### src/rtl/backlight_pixel_comp.sv
// backlight_pixel_comp: boosts RGB by floor(65280/bl) Q8.8 gain, serial divider with one-entry gain cache
module backlight_pixel_comp #(
  parameter int USE_CACHE = 1,
  parameter int SAT_MAX   = 255
) (
  input  logic        clk,
  input  logic        reset,
  input  logic        in_valid,
  output logic        in_ready,
  input  logic [7:0]  r_in,
  input  logic [7:0]  g_in,
  input  logic [7:0]  b_in,
  input  logic [7:0]  bl_in,
  input  logic        cache_flush,
  output logic        out_valid,
  input  logic        out_ready,
  output logic [7:0]  r_out,
  output logic [7:0]  g_out,
  output logic [7:0]  b_out,
  output logic [15:0] gain_out
);
  typedef enum logic [1:0] {IDLE, DIV, MUL, OUT} state_t;
  localparam logic [15:0] DIVIDEND = 16'hFF00;
  state_t state_q, state_d;
  logic [7:0] r_q, r_d, g_q, g_d, b_q, b_d, bl_q, bl_d;
  logic [7:0] rem_q, rem_d, cached_bl_q, cached_bl_d;
  logic [3:0] cnt_q, cnt_d;
  logic [15:0] quo_q, quo_d, gain_q, gain_d, cached_gain_q, cached_gain_d;
  logic cache_valid_q, cache_valid_d;
  logic [7:0] r_out_q, r_out_d, g_out_q, g_out_d, b_out_q, b_out_d;
  logic [15:0] gain_out_q, gain_out_d;
  logic [8:0] rem_sh;
  logic ge, hit;
  function automatic logic [7:0] sat_ch(input logic [7:0] c, input logic [15:0] g);
    logic [23:0] p;
    p = (24'(c) * 24'(g)) >> 8;
    return (p > 24'(SAT_MAX)) ? 8'(SAT_MAX) : p[7:0];
  endfunction
  // State and datapath registers; reset aborts any in-flight pixel
  always_ff @(posedge clk or posedge reset) begin
    if (reset) begin
      state_q       <= IDLE;
      r_q           <= '0;
      g_q           <= '0;
      b_q           <= '0;
      bl_q          <= '0;
      rem_q         <= '0;
      cnt_q         <= '0;
      quo_q         <= '0;
      gain_q        <= '0;
      cached_bl_q   <= '0;
      cached_gain_q <= '0;
      cache_valid_q <= 1'b0;
      r_out_q       <= '0;
      g_out_q       <= '0;
      b_out_q       <= '0;
      gain_out_q    <= '0;
    end else begin
      state_q       <= state_d;
      r_q           <= r_d;
      g_q           <= g_d;
      b_q           <= b_d;
      bl_q          <= bl_d;
      rem_q         <= rem_d;
      cnt_q         <= cnt_d;
      quo_q         <= quo_d;
      gain_q        <= gain_d;
      cached_bl_q   <= cached_bl_d;
      cached_gain_q <= cached_gain_d;
      cache_valid_q <= cache_valid_d;
      r_out_q       <= r_out_d;
      g_out_q       <= g_out_d;
      b_out_q       <= b_out_d;
      gain_out_q    <= gain_out_d;
    end
  end
  // Next state; a same-cycle flush forces the miss path
  always_comb begin
    hit     = (USE_CACHE != 0) && cache_valid_q && !cache_flush && (bl_in == cached_bl_q);
    state_d = state_q;
    case (state_q)
      IDLE: if (in_valid) state_d = (bl_in == 8'd0 || hit) ? MUL : DIV;
      DIV:  if (cnt_q == 4'd15) state_d = MUL;
      MUL:  state_d = OUT;
      OUT:  if (out_ready) state_d = IDLE;
      default: state_d = IDLE;
    endcase
  end
  // Datapath: capture, one restoring-divide step per cycle, cache update, channel multiply
  always_comb begin
    rem_sh        = {rem_q, DIVIDEND[~cnt_q]};
    ge            = rem_sh >= {1'b0, bl_q};
    r_d           = r_q;
    g_d           = g_q;
    b_d           = b_q;
    bl_d          = bl_q;
    rem_d         = rem_q;
    cnt_d         = cnt_q;
    quo_d         = quo_q;
    gain_d        = gain_q;
    cached_bl_d   = cached_bl_q;
    cached_gain_d = cached_gain_q;
    cache_valid_d = cache_flush ? 1'b0 : cache_valid_q;
    r_out_d       = r_out_q;
    g_out_d       = g_out_q;
    b_out_d       = b_out_q;
    gain_out_d    = gain_out_q;
    if (state_q == IDLE && in_valid) begin
      r_d    = r_in;
      g_d    = g_in;
      b_d    = b_in;
      bl_d   = bl_in;
      rem_d  = '0;
      cnt_d  = '0;
      quo_d  = '0;
      gain_d = (bl_in == 8'd0) ? 16'd0 : cached_gain_q;
    end
    if (state_q == DIV) begin
      rem_d = ge ? 8'(rem_sh - {1'b0, bl_q}) : rem_sh[7:0];
      quo_d = {quo_q[14:0], ge};
      cnt_d = cnt_q + 4'd1;
      if (cnt_q == 4'd15) begin
        gain_d        = quo_d;
        cached_gain_d = quo_d;
        cached_bl_d   = bl_q;
        cache_valid_d = 1'b1;
      end
    end
    if (state_q == MUL) begin
      r_out_d    = sat_ch(r_q, gain_q);
      g_out_d    = sat_ch(g_q, gain_q);
      b_out_d    = sat_ch(b_q, gain_q);
      gain_out_d = gain_q;
    end
  end
  // Handshake outputs decoded from state
  always_comb begin
    in_ready  = state_q == IDLE;
    out_valid = state_q == OUT;
    r_out     = r_out_q;
    g_out     = g_out_q;
    b_out     = b_out_q;
    gain_out  = gain_out_q;
  end
endmodule

### config.mk
export PLATFORM = sky130hd
export DESIGN_NAME = backlight_pixel_comp
export DESIGN_NICKNAME = d
export VERILOG_FILES = /design/src/rtl/backlight_pixel_comp.sv
export SDC_FILE = /design/constraint.sdc
export NUM_CORES = 1
export LEC_CHECK = 0
export BUFFER_PORTS_ARGS = -buffer_cell sky130_fd_sc_hd__buf_2
export CAP_MARGIN = 20
export CORE_ASPECT_RATIO = 0.5
export CORE_MARGIN = 3
export CORE_UTILIZATION = 65
export DETAILED_ROUTE_END_ITERATION = 10
export GPL_TIMING_DRIVEN = 1
export PLACE_DENSITY = 0.79
export REMOVE_ABC_BUFFERS = 1
export SYNTH_ARGS = -nofsm -noshare
export SYNTH_HDL_FRONTEND = slang
export SYNTH_SLANG_ARGS = --single-unit
### constraint.sdc
create_clock -name clk -period 6.8 [get_ports clk]
set_clock_uncertainty 0.2 [all_clocks]
set_input_delay 1.36 -clock clk [delete_from_list [all_inputs] [get_ports clk]]
set_output_delay 1.36 -clock clk [all_outputs]
set_load 0.01 [all_outputs]
Word-level counts from Yosys, hierarchy flattened
Memories as Yosys holds them, arrays and structs flattened.
Index checks and enable logic that the tools add are counted.
{"block": "totals", "register_bits": 142, "mem_bits_ro": 16, "output_inout_bits": 42, "wordCells": 69, "n_memories": 1}
{"memory": "(no name shown)", "depth": 16, "width": 1, "rd": 1, "rd_clocked_by_memory_dff": 0, "write_ports": 0, "line_no": "91", "rtl": "rem_sh = {rem_q, DIVIDEND[~cnt_q]};"}
{"block": "op_classes", "n_addsub": 2, "n_mul": 3, "order_cmp": 5, "eq_ne": 8, "n_mux": 23, "n_bitwise": 1, "reduce_logical": 10}
{"op": "$mul 8x16->24", "n": 3}
{"op": "$mux 16", "n": 4}
{"op": "$gt 16x8->1 const B", "n": 3}
{"op": "$mux 8", "n": 6}
{"op": "$mux 15", "n": 2}
{"op": "$ge 9x8->1", "n": 1}
{"op": "$eq 8x8->1", "n": 1}
{"op": "$logic_not 8->1", "n": 1}
{"op": "$mux 2", "n": 4}
{"op": "$mux 4", "n": 2}
{"op": "$pmux 2 s4", "n": 1}
{"op": "$sub 8x8->8", "n": 1}
{"op": "$lt 4x5->1 const B", "n": 1}
{"op": "$add 4x1->4 const B", "n": 1}
{"op": "$eq 2x2->1 const B", "n": 2}
{"op": "$eq 4x4->1 const B", "n": 1}
{"op": "$mux 1", "n": 4}
{"op": "$ne 2x2->1 const B", "n": 2}
{"op": "$not 4->4", "n": 1}
{"op": "$logic_and 1x1->1", "n": 3}
{"op": "$reduce_and 3->1", "n": 1}
{"op": "$eq 2x1->1 const B", "n": 1}
{"op": "$logic_not 2->1", "n": 1}
{"op": "$ne 2x1->1 const B", "n": 1}
{"op": "other kinds (4)", "n": 4}

Longest topological paths before layout
Gate-level depths: netlist of run 1.
{"block": "logic_depth", "word_depth": 7, "mapped_depth": 20, "depth_no_buf": 18}

Worst setup path after synthesis of run 1
Ideal clock, no wire load.
{"block": "synth_timing", "kind": "register to register", "from": "register g_q[2]", "to": "register g_out_q[1] (netlist: g_out[1])", "arrival_ps": 5274, "required_time_ps": 6479, "setup_slack_ps": 1205, "stages_incl_launch_ff": 20, "n_path_buf": 2, "path_cell_list": "dfrtp_1 > clkbuf_1 > nand2_1 > fa_1 > inv_1 > fa_1 > fa_1 > inv_1 > fa_1 > inv_1 > ha_1 > and3_1 > and3_1 > a221oi_2 > o221ai_2 > a221o_1 > mux2i_1 > or4_4 > buf_6 > o22a_1"}
{"block": "synth_between", "elab_chain_len": 3}
{"element": "start, declared", "line_no": "25", "rtl": "logic [7:0] r_q, r_d, g_q, g_d, b_q, b_d, bl_q, bl_d;"}
{"element": "start signal, assigned", "line_no": "61", "rtl": "g_q <= g_d;"}
{"element": "$mul 8x16->24 *", "line_no": "36", "rtl": "p = (24'(c) * 24'(g)) >> 8;"}
{"element": "$gt 16x8->1", "line_no": "37", "rtl": "return (p > 24'(SAT_MAX)) ? 8'(SAT_MAX) : p[7:0];"}
{"element": "$mux 8 *", "line_no": "37"}
{"element": "end signal, assigned", "line_no": "72", "rtl": "g_out_q <= g_out_d;"}
{"element": "end, declared", "line_no": "30", "rtl": "logic [7:0] r_out_q, r_out_d, g_out_q, g_out_d, b_out_q, b_out_d;"}
Mark *: on every way between the ends. The rest lies on a longest branch, timed or not.
A chain may end at the register's enable or synchronous reset.

Worst setup path in the final report of run 1
{"block": "layout_timing", "from": "register gain_q[7]", "to": "register g_out_q[1] (netlist: g_out[1])"}
{"block": "layout_between", "elab_chain_len": 3}
{"element": "start, declared", "line_no": "28", "rtl": "logic [15:0] quo_q, quo_d, gain_q, gain_d, cached_gain_q, cached_gain_d;"}
{"element": "start signal, assigned", "line_no": "67", "rtl": "gain_q <= gain_d;"}
{"element": "$mul 8x16->24 *", "line_no": "36"}
{"element": "$gt 16x8->1", "line_no": "37"}
{"element": "$mux 8 *", "line_no": "37"}
Marks and branches as above.

==> flow_summary_export.csv, run 1 <==
group,metric,value,unit
sta,max_freq,165,MHz
sta,tns,0,ns
synthesis,synthFlopType,"dfrtp_1",
global_route,grt_pass1_vias,14200,
synthesis,syn_area,18200,µm²
global_route,met1_usage,39.9,%
die,coreArea,27000,µm²
clocking,cts.clk_slew.worst_paths,0.07,ns
placed_design,place_congestion,0.917,
synthesis,ys_warn_count,0,
synthesis,synth_compound_area_share,9.78,%
die,num_rows,42,
global_route,grtUsageMet3,4.11,%
sta,setup_viol,0,
critical_path,crit_start,"gain_q[7]$_DFF_PP0_",
placed_design,place_ws,0.734,ns
sta,hold_viol,0,
global_route,grt_usage,28.2,%
die,fp.dieW,243,µm
critical_path,max_stage_delay,0.90,ns
clocking,cts.repair.resized,0,
synthesis,synth-xor-area-share,2.21,%
critical_path,critPathSlowestCell,"dfrtp_1",
die,io_pins,79,
synthesis,avgSynthCellArea,8.85,µm²
critical_path,required,6.94,ns
run,maxCapViolCount,0,
clocking,cts_tree,"done",
clocking,clock_sinks,142,
critical_path,critical_path.endpoint,"g_out[1]$_DFFE_PP0P_",
critical_path,worstSetupPathType,"flip-flop to flip-flop",
synthesis,synth_top_family_by_area,"adder cells",
critical_path,startpoint_type,"flip-flop",
global_route,top_usage_layer,"met2",
sta,slew_headroom,30.7,%
global_route,antenna_found_initial,0,
min_path,min_path_type,"flip-flop to flip-flop",
detailed_routing,vias_per_cell,5.58,
die,start_util,67.5,%
synthesis,syn_inst,2062,
global_route,use_met2,46.2,%
synthesis,synthSimpleGateAreaFrac,21.0,%
die,die_y,124,µm
global_route,grt_max_degree,93,
critical_path,path_common_cell,"fa_1",
finish,nets,2511,
synthesis,synth-seq-cells,142,
detailed_routing,ant_nets,0,
placed_design,dp_cells,2443,
detailed_routing,drc,0,
synthesis,ys_types,74,
sta,setup_slack,0.743,ns
finish,layout-drive-gt1-share,8.14,%
synthesis,yosysSeqAreaShare,19.5,%
clocking,postCtsSetupRepairBufs,0,
global_route,grt-ovfl-total,0,
clocking,cts_inserted_buffers,17,
sta,rsz0062_at_grt,"no",
critical_path,worstReg2RegStart,"gain_q[7]$_DFF_PP0_",
critical_path,r2r_end,"g_out[1]$_DFFE_PP0P_",
finish,area_delta_synth_final,6.78,%
placed_design,portBuffers,78,
synthesis,synthAdderAreaFrac,36.8,%
die,dieArea,30200,µm²
detailed_routing,dr.pass1.iters,7,
critical_path,path_cells,"and2_1 > fa_1 > fa_1 > fa_1 > inv_1 > fa_1 > inv_1 > ha_1 > and3_1 > and3_1 > a221oi_2 > o221ai_2 > a221o_1 > mux2i_1 > or4_4 > o22a_1",
synthesis,synth.area.mux_share,1.55,%
run_status,status,"finished, final reports clean",
sta,finalCriticalPeriod,6.06,ns
placed_design,dp.final_hpwl,29.9,mm
critical_path,r2r_slack,0.74,ns
global_route,grt_first_pass_wirelength,70.1,mm
clocking,cts.path.max_buffers,2,
finish,stdcell_count,2475,
clocking,ctsHoldBuffers,0,
detailed_routing,drt-initial-drc-count,973,
min_path,min_from,"cached_gain_q[5]$_DFFE_PP0P_",
detailed_routing,vias,13800,
detailed_routing,wl_per_cell,16.1,µm
clocking,clockRootBuffer,"clkbuf_16",
detailed_routing,wl,39.9,mm
critical_path,crit_path_end_kind,"flip-flop",
clocking,cts_max_level,4,
sta,drv_slew,0,
critical_path,reg2reg_depth,16,
sta,fin_crit_sh,89.1,%
critical_path,critical_path_arrival,6.20,ns
synthesis,async_reset_ff_share,100,%
synthesis,synth_edf_count,0,
finish,utilization,72.1,%
clocking,clock_latency,0.45,ns
finish,antenna_cells,0,
sta,tightest_slew,1.04,ns
critical_path,worstPathMaxFanout,26,
==> placed cells by master, fill, tap and decap left out, drive strengths merged, types with 6 or more instances in the layout <==
| cell type | instances |
|---|---|
| clkbuf | 18 |
| dfrtp | 142 |
| a21o | 18 |
| nor2 | 49 |
| a31oi | 21 |
| and2 | 304 |
| xor2 | 17 |
| mux2i | 8 |
| mux2 | 18 |
| buf | 100 |
| ha | 136 |
| nand3 | 23 |
| nand2 | 285 |
| a211oi | 9 |
| nor4 | 7 |
| inv | 361 |
| xnor2 | 29 |
| fa | 250 |
| and3 | 22 |
| nor2b | 9 |
| o21ai | 97 |
| nand4 | 13 |
| o22a | 9 |
| o211ai | 6 |
| a21oi | 62 |
| o32a | 8 |
==> logic make-up (layout without fill, tap and decap cells) <==
logic type	after synthesis	count (layout)
AO/OA/AOI/OAI	276	276
multiplexers	26	26
adder cells (fa/ha/maj)	386	386
AND/OR/NAND/NOR	740	740
flip-flops	142	142
XOR/XNOR	46	46
buffers and inverters	446	485
==> worst max-delay path, delay by kind of cell, from the launching register on <==
| kind | cells | cell delay (ns) |
|---|---|---|
| AOI/OAI and AO/OA | 4 | 1.13 |
| adders and majority gates | 5 | 2.25 |
| buffers and inverters | 2 | 0.10 |
| DFF | 1 | 0.90 |
| muxes | 1 | 0.12 |
| and+or+nand+nor | 4 | 1.23 |
==> sequential cells by signal (all words and copies together) (netlist names) <==
register,flops
cached_gain_q,16
state_q,2
cache_valid_q,1
quo_q,15
g_q,8
rem_q,8
b_out,8
b_q,8
r_q,8
gain_out,16
r_out,8
cnt_q,4
bl_q,8
cached_bl_q,8
g_out,8
gain_q,16
==> area by class of cell <==
cell class	instances	area [µm²]
sequential	142	3550
clock buffer	18	429
timing repair buffer	100	556
inverter	353	1330
multi-input combinational	1474	13000
tap	374	468
fill	2063	7540
clock inverter	14	128
==> synthesized netlist by cell type, types with 5 or more instances <==
| cell type | number | area (µm²) |
|---|---|---|
| inv_1 | 353 | 1330 |
| and2_1 | 304 | 1900 |
| nand2_1 | 285 | 1070 |
| fa_1 | 250 | 5000 |
| dfrtp_1 | 142 | 3550 |
| ha_1 | 136 | 1700 |
| o21ai_0 | 93 | 465 |
| clkbuf_1 | 85 | 319 |
| a21oi_1 | 61 | 305 |
| nor2_1 | 49 | 184 |
| xnor2_1 | 29 | 254 |
| a31oi_1 | 21 | 131 |
| and3_1 | 21 | 131 |
| nand3_1 | 21 | 105 |
| a21o_1 | 18 | 135 |
| mux2_2 | 18 | 203 |
| xor2_1 | 17 | 149 |
| nand4_1 | 13 | 81.3 |
| nor2b_1 | 9 | 56.3 |
| o22a_1 | 9 | 78.8 |
| mux2i_1 | 8 | 80.1 |
| o32a_1 | 8 | 80.1 |
| a211oi_1 | 7 | 52.6 |
| buf_1 | 6 | 22.5 |
| nor4_1 | 6 | 37.5 |
| a21boi_0 | 5 | 37.5 |
| o211ai_1 | 5 | 37.5 |
| o21a_1 | 5 | 37.5 |
==> stage by stage <==
stage,area [µm²],hold slack (ns)
after CTS,19500,0.272
final,19500,0.270
after detailed placement,18900,0.255
after floorplan,17900,0.238
after global placement,18900,0.249
after global routing,19500,0.289
==> worst min path at each step <==
stage                                          to  depth (start not counted)
CTS                  cached_gain_q[2]$_DFFE_PP0P_                          2
detailed placement   cached_gain_q[2]$_DFFE_PP0P_                          2
global route         cached_gain_q[5]$_DFFE_PP0P_                          2
global placement     cached_gain_q[9]$_DFFE_PP0P_                          2
floorplan           cached_gain_q[15]$_DFFE_PP0P_                          2
finish               cached_gain_q[5]$_DFFE_PP0P_                          2
==> metal layers <==
layer	part of all wire, %	vias up	routed length (µm)
li1	-	6518	-
met1	46	6890	18300
met2	48	364	19000
met3	5.2	43	2090
met4	1.4	0	550
met5	0	-	0
Power of run 1 is not shown: default switching activity piles up to over one toggle a cycle in this logic, so the estimate is an artifact.
==> inputs of run 2 (changes only) <==
--- a/config.mk
+++ b/config.mk
@@ -7,7 +7,6 @@
 export LEC_CHECK = 0
 export BUFFER_PORTS_ARGS = -buffer_cell sky130_fd_sc_hd__buf_2
 export CAP_MARGIN = 20
-export CORE_ASPECT_RATIO = 0.5
 export CORE_MARGIN = 3
 export CORE_UTILIZATION = 65
 export DETAILED_ROUTE_END_ITERATION = 10
==> run 2 against run 1 <==
  * Maximum frequency is 1.3% lower
  * Die area is 0.40% lower
  * Cell area is 0.38% higher
  * Critical path depth is 1 higher
  * Routed wire length is 8.1% higher
  * Highest routed layer unchanged
  * Critical path type unchanged
  * Non-clock buffer count stayed put
==> flow_summary_export.csv, run 2 (synthesis gave the netlist of run 1 again) <==
group,metric,value,unit
clocking,cts.path.max_buffers,2,
critical_path,max_stage_delay,0.97,ns
detailed_routing,vias,14200,
sta,slew_headroom,36.9,%
global_route,grt_pass1_vias,14800,
die,io_pins,79,
sta,tightest_slew,0.947,ns
placed_design,dp.final_hpwl,30.9,mm
min_path,min_path_type,"flip-flop to flip-flop",
detailed_routing,wl_per_cell,17.4,µm
critical_path,crit_path_end_kind,"flip-flop",
run_status,status,"finished, final reports clean",
critical_path,path_cells,"nand2_1 > fa_1 > fa_1 > inv_1 > fa_1 > inv_1 > fa_1 > inv_1 > ha_1 > and3_2 > and3_1 > a221oi_2 > o221ai_2 > a221o_1 > mux2i_1 > or4_4 > o22a_1",
sta,hold_viol,0,
sta,hold_ws,0.271,ns
sta,max_freq,163,MHz
critical_path,critPathSlowestCell,"dfrtp_1",
clocking,cts_inserted_buffers,17,
sta,drv_slew,0,
global_route,grtUsageMet3,5.28,%
sta,setup_viol,0,
clocking,cts.repair.resized,0,
die,dieArea,30100,µm²
die,num_rows,60,
finish,layout-drive-gt1-share,8.19,%
die,start_util,66.9,%
clocking,cts_tree,"done",
global_route,grt_max_degree,97,
clocking,clock_latency,0.44,ns
clocking,ctsHoldBuffers,0,
global_route,grt_usage,29.5,%
critical_path,worstSetupPathType,"flip-flop to flip-flop",
global_route,grt-ovfl-total,0,
critical_path,critical_path_arrival,6.25,ns
detailed_routing,vias_per_cell,5.76,
sta,finalCriticalPeriod,6.14,ns
finish,final_cell_mix,"inv_1, and2_1, nand2_1, fa_1, dfrtp_1",
detailed_routing,drc,0,
clocking,clock_sinks,142,
detailed_routing,drt-initial-drc-count,1313,
detailed_routing,ant_nets,0,
critical_path,cp_top_family,"adder cells",
placed_design,portBuffers,78,
clocking,clockRootBuffer,"clkbuf_16",
global_route,met1_usage,39.9,%
clocking,cts_max_level,4,
critical_path,path_common_cell,"fa_1",
sta,fin_crit_sh,90.3,%
placed_design,place_congestion,0.904,
sta,rsz0062_at_grt,"no",
die,die_y,174,µm
finish,antenna_cells,0,
die,coreArea,27300,µm²
global_route,use_met2,48.8,%
die,fp.dieW,174,µm
clocking,postCtsSetupRepairBufs,0,
global_route,top_usage_layer,"met2",
finish,area_delta_synth_final,7.18,%
critical_path,worstPathMaxFanout,26,
critical_path,startpoint_type,"flip-flop",
clocking,cts.clk_slew.worst_paths,0.07,ns
detailed_routing,wl,43.1,mm
detailed_routing,dr.pass1.iters,6,
run,maxCapViolCount,0,
finish,nets,2511,
global_route,antenna_found_initial,0,
finish,final_common_cell,"inv_1",
sta,tns,0,ns
critical_path,cp_num_buf_inv,3,
critical_path,required,6.91,ns
global_route,grt_first_pass_wirelength,73.1,mm
-- run 2: changes by cell type in the layout (fill, tap and decap cells not counted), sizes merged --
cell	previous run	this run
clkbuf	18	17
clkinv	4	7
clkinvlp	2	1
inv	361	360
-- run 2: worst register-to-register path, cell delays in order, from the launching register on --
cell	delay (ns)
dfrtp_1	0.97
nand2_1	0.19
fa_1	0.52
fa_1	0.49
inv_1	0.05
fa_1	0.48
inv_1	0.05
fa_1	0.47
inv_1	0.04
ha_1	0.32
and3_2	0.22
and3_1	0.17
a221oi_2	0.37
o221ai_2	0.19
a221o_1	0.38
mux2i_1	0.12
or4_4	0.59
o22a_1	0.21
-- run 2: worst paths after layout --
kind | from | end | slack (ns) | cells after the start
max | gain_q[1]$_DFF_PP0_ | g_out[5]$_DFFE_PP0P_ | 0.66 | 17
min | cached_gain_q[9]$_DFFE_PP0P_ | cached_gain_q[9]$_DFFE_PP0P_ | 0.27 | 2
max reg2reg | gain_q[1]$_DFF_PP0_ | g_out[5]$_DFFE_PP0P_ | 0.66 | 17
min reg2reg | cached_gain_q[9]$_DFFE_PP0P_ | cached_gain_q[9]$_DFFE_PP0P_ | 0.27 | 2
max in group asynchronous | reset | gain_out[12]$_DFFE_PP0P_ | 4.26 | 3
min in group asynchronous | reset | b_out[7]$_DFFE_PP0P_ | 0.91 | 2
-- run 2: per-layer routing --
| metal | vias to the layer above | share of wire (%) |
|---|---|---|
| met2 | 544 | 48 |
| met5 | - | 0 |
| met3 | 102 | 7.4 |
| li1 | 6523 | - |
| met1 | 7071 | 42 |
| met4 | 0 | 2.9 |
-- run 2: stage by stage --
step	std cells	util, %	area, µm²	worst slack [ns]
floorplan	1969	-	17900	1.29
global placement	2440	69.4	18900	0.822
detailed placement	2440	69.4	18900	0.706
CTS	2472	71.6	19500	0.694
global route	2473	71.7	19500	0.300
finish	2473	71.7	19500	0.662
-- run 2: final cells by class --
class / count / area (µm²)
Multi-Input combinational cell: 1474 / 13000
Inverter: 353 / 1330
Timing Repair Buffer: 100 / 576
Clock buffer: 17 / 425
Tap cell: 372 / 465
Sequential cell: 142 / 3550
Fill cell: 2082 / 7700
Clock inverter: 15 / 188
Power of run 2 is left out for the same reason.
==> inputs of run 3 (changes only) <==
==> constraint.sdc (replaced) <==
create_clock -name clk -period 6.2 [get_ports clk]
set_clock_uncertainty 0.2 [all_clocks]
set_input_delay 1.24 -clock clk [delete_from_list [all_inputs] [get_ports clk]]
set_output_delay 1.24 -clock clk [all_outputs]
set_load 0.01 [all_outputs]
==> run 3 against run 2 <==
  * Register-to-register slack lost 0.40 ns
  * Non-clock buffer count increased by 21
  * Cell area rose by 0.94%
  * Hold slack got worse by 0.00077 ns
  * Die area is the same
  * Final cell count increased by 0.81%
  * Sequential share of layout area down 0.11 points
  * Maximum frequency up 3.4%
  * Flip-flop and latch count stayed put
  * Critical path type unchanged
  * Count of clock-buffer cells in the layout unchanged
==> flow_summary_export.csv, run 3 (synthesis gave the netlist of run 1 again) <==
group,metric,value,unit
die,io_pins,79,
placed_design,place_congestion,0.920,
detailed_routing,drt-initial-drc-count,905,
finish,area_delta_synth_final,8.19,%
run_status,status,"finished, final reports clean",
sta,setup_viol,0,
clocking,cts_inserted_buffers,17,
critical_path,critical_path_arrival,6.05,ns
detailed_routing,wl_per_cell,17.9,µm
critical_path,worstSetupPathType,"flip-flop to flip-flop",
global_route,grt-ovfl-total,0,
sta,drv_slew,0,
run,maxCapViolCount,0,
sta,tns,0,ns
sta,finalCriticalPeriod,5.94,ns
finish,nets,2532,
clocking,ctsHoldBuffers,0,
placed_design,portBuffers,78,
die,start_util,66.9,%
min_path,min_path_cells,2,
clocking,clock_latency,0.44,ns
sta,rsz0062_at_grt,"no",
critical_path,reg2reg_depth,17,
global_route,grt_pass1_vias,15200,
global_route,antenna_found_initial,0,
clocking,cts_tree,"done",
finish,final_cell_mix,"inv_1, and2_1, nand2_1, fa_1, ha_1",
critical_path,required,6.31,ns
finish,layout-drive-gt1-share,9.52,%
min_path,min_path_type,"flip-flop to flip-flop",
global_route,grt_first_pass_wirelength,74.4,mm
sta,hold_viol,0,
placed_design,place_ws,0.320,ns
die,coreArea,27300,µm²
finish,utilization,72.4,%
detailed_routing,ant_nets,0,
clocking,clockRootBuffer,"clkbuf_16",
sta,max_freq,168,MHz
detailed_routing,vias,14400,
detailed_routing,drc,0,
detailed_routing,dr.pass1.iters,5,
sta,slew_headroom,30.9,%
placed_design,dp_cells,2461,
die,num_rows,60,
finish,final_common_cell,"inv_1",
clocking,clock_sinks,142,
sta,tightest_slew,1.04,ns
sta,setup_slack,0.263,ns
finish,stdcell_count,2493,
finish,fillers,2051,
sta,fin_crit_sh,95.8,%
finish,antenna_cells,0,
critical_path,worstPathMaxFanout,17,
global_route,grt_max_degree,88,
clocking,cts.clk_slew.worst_paths,0.06,ns
clocking,cts_max_level,4,
placed_design,dp.final_hpwl,33.2,mm
die,dieArea,30100,µm²
die,die_y,174,µm
critical_path,startpoint_type,"flip-flop",
die,fp.dieW,174,µm
global_route,grt_usage,30.3,%
critical_path,crit_path_end_kind,"flip-flop",
clocking,cts.path.max_buffers,2,
critical_path,r2r_slack,0.26,ns
detailed_routing,wl,44.5,mm
detailed_routing,vias_per_cell,5.79,
[run 3: layer usage]
| layer | global-route usage (%) | vias to the layer above | part of all wire (%) | wire, µm |
|---|---|---|---|---|
| li1 | - | 6573 | - | - |
| met1 | 40.2 | 7241 | 42 | 18600 |
| met2 | 51.1 | 529 | 49 | 21600 |
| met3 | 5.52 | 89 | 6.8 | 3040 |
| met4 | 9.36 | 0 | 2.8 | 1240 |
| met5 | 0 | - | 0 | 0 |
[run 3: path summary, 6_finish.rpt]
path	from	end
setup / recovery	g_q[2]$_DFFE_PP0P_	g_out[7]$_DFFE_PP0P_
hold / removal	cached_gain_q[6]$_DFFE_PP0P_	cached_gain_q[6]$_DFFE_PP0P_
setup reg to reg	g_q[2]$_DFFE_PP0P_	g_out[7]$_DFFE_PP0P_
hold reg to reg	cached_gain_q[6]$_DFFE_PP0P_	cached_gain_q[6]$_DFFE_PP0P_
max in group asynchronous	reset	b_q[2]$_DFFE_PP0P_
min in group asynchronous	reset	b_q[0]$_DFFE_PP0P_
[run 3: timing repair]
item                                    CTS  global route
hold endpoints to repair                  0             0
gates resized for setup                   0            10
endpoints found under the setup margin    0            17
buffers inserted                          0             0
[run 3: layout make-up]
type | instances | area (µm²) | area share [%]
multi-input combinational | 1474 | 13000 | 66.0
timing repair buffer | 121 | 726 | 3.68
clock buffer | 17 | 425 | 2.16
sequential | 142 | 3560 | 18.1
inverter | 353 | 1330 | 6.74
clock inverter | 14 | 203 | 1.03
tap | 372 | 465 | 2.36
[run 3: stage by stage]
stage,instance area [µm²],hold WS (ns)
6_report,19700,0.270
2_1_floorplan,17900,0.238
5_1_grt,19700,0.298
4_1_cts,19700,0.271
3_3_place_gp,19100,0.248
3_5_place_dp,19100,0.257
[run 3: worst max-delay path: stages (launching register included)]
cell and delay [ns]:
dfrtp_1 0.66, nand2_1 0.15, fa_1 0.55, inv_1 0.06, fa_1 0.51, fa_1 0.50, inv_1 0.05, fa_1 0.47
inv_1 0.04, ha_1 0.33, and3_1 0.24, and3_1 0.20, a221oi_2 0.38, o221ai_2 0.18, a221o_1 0.38, mux2i_1 0.12
or4_4 0.59, o22a_1 0.21
Power of run 3 is left out for the same reason.
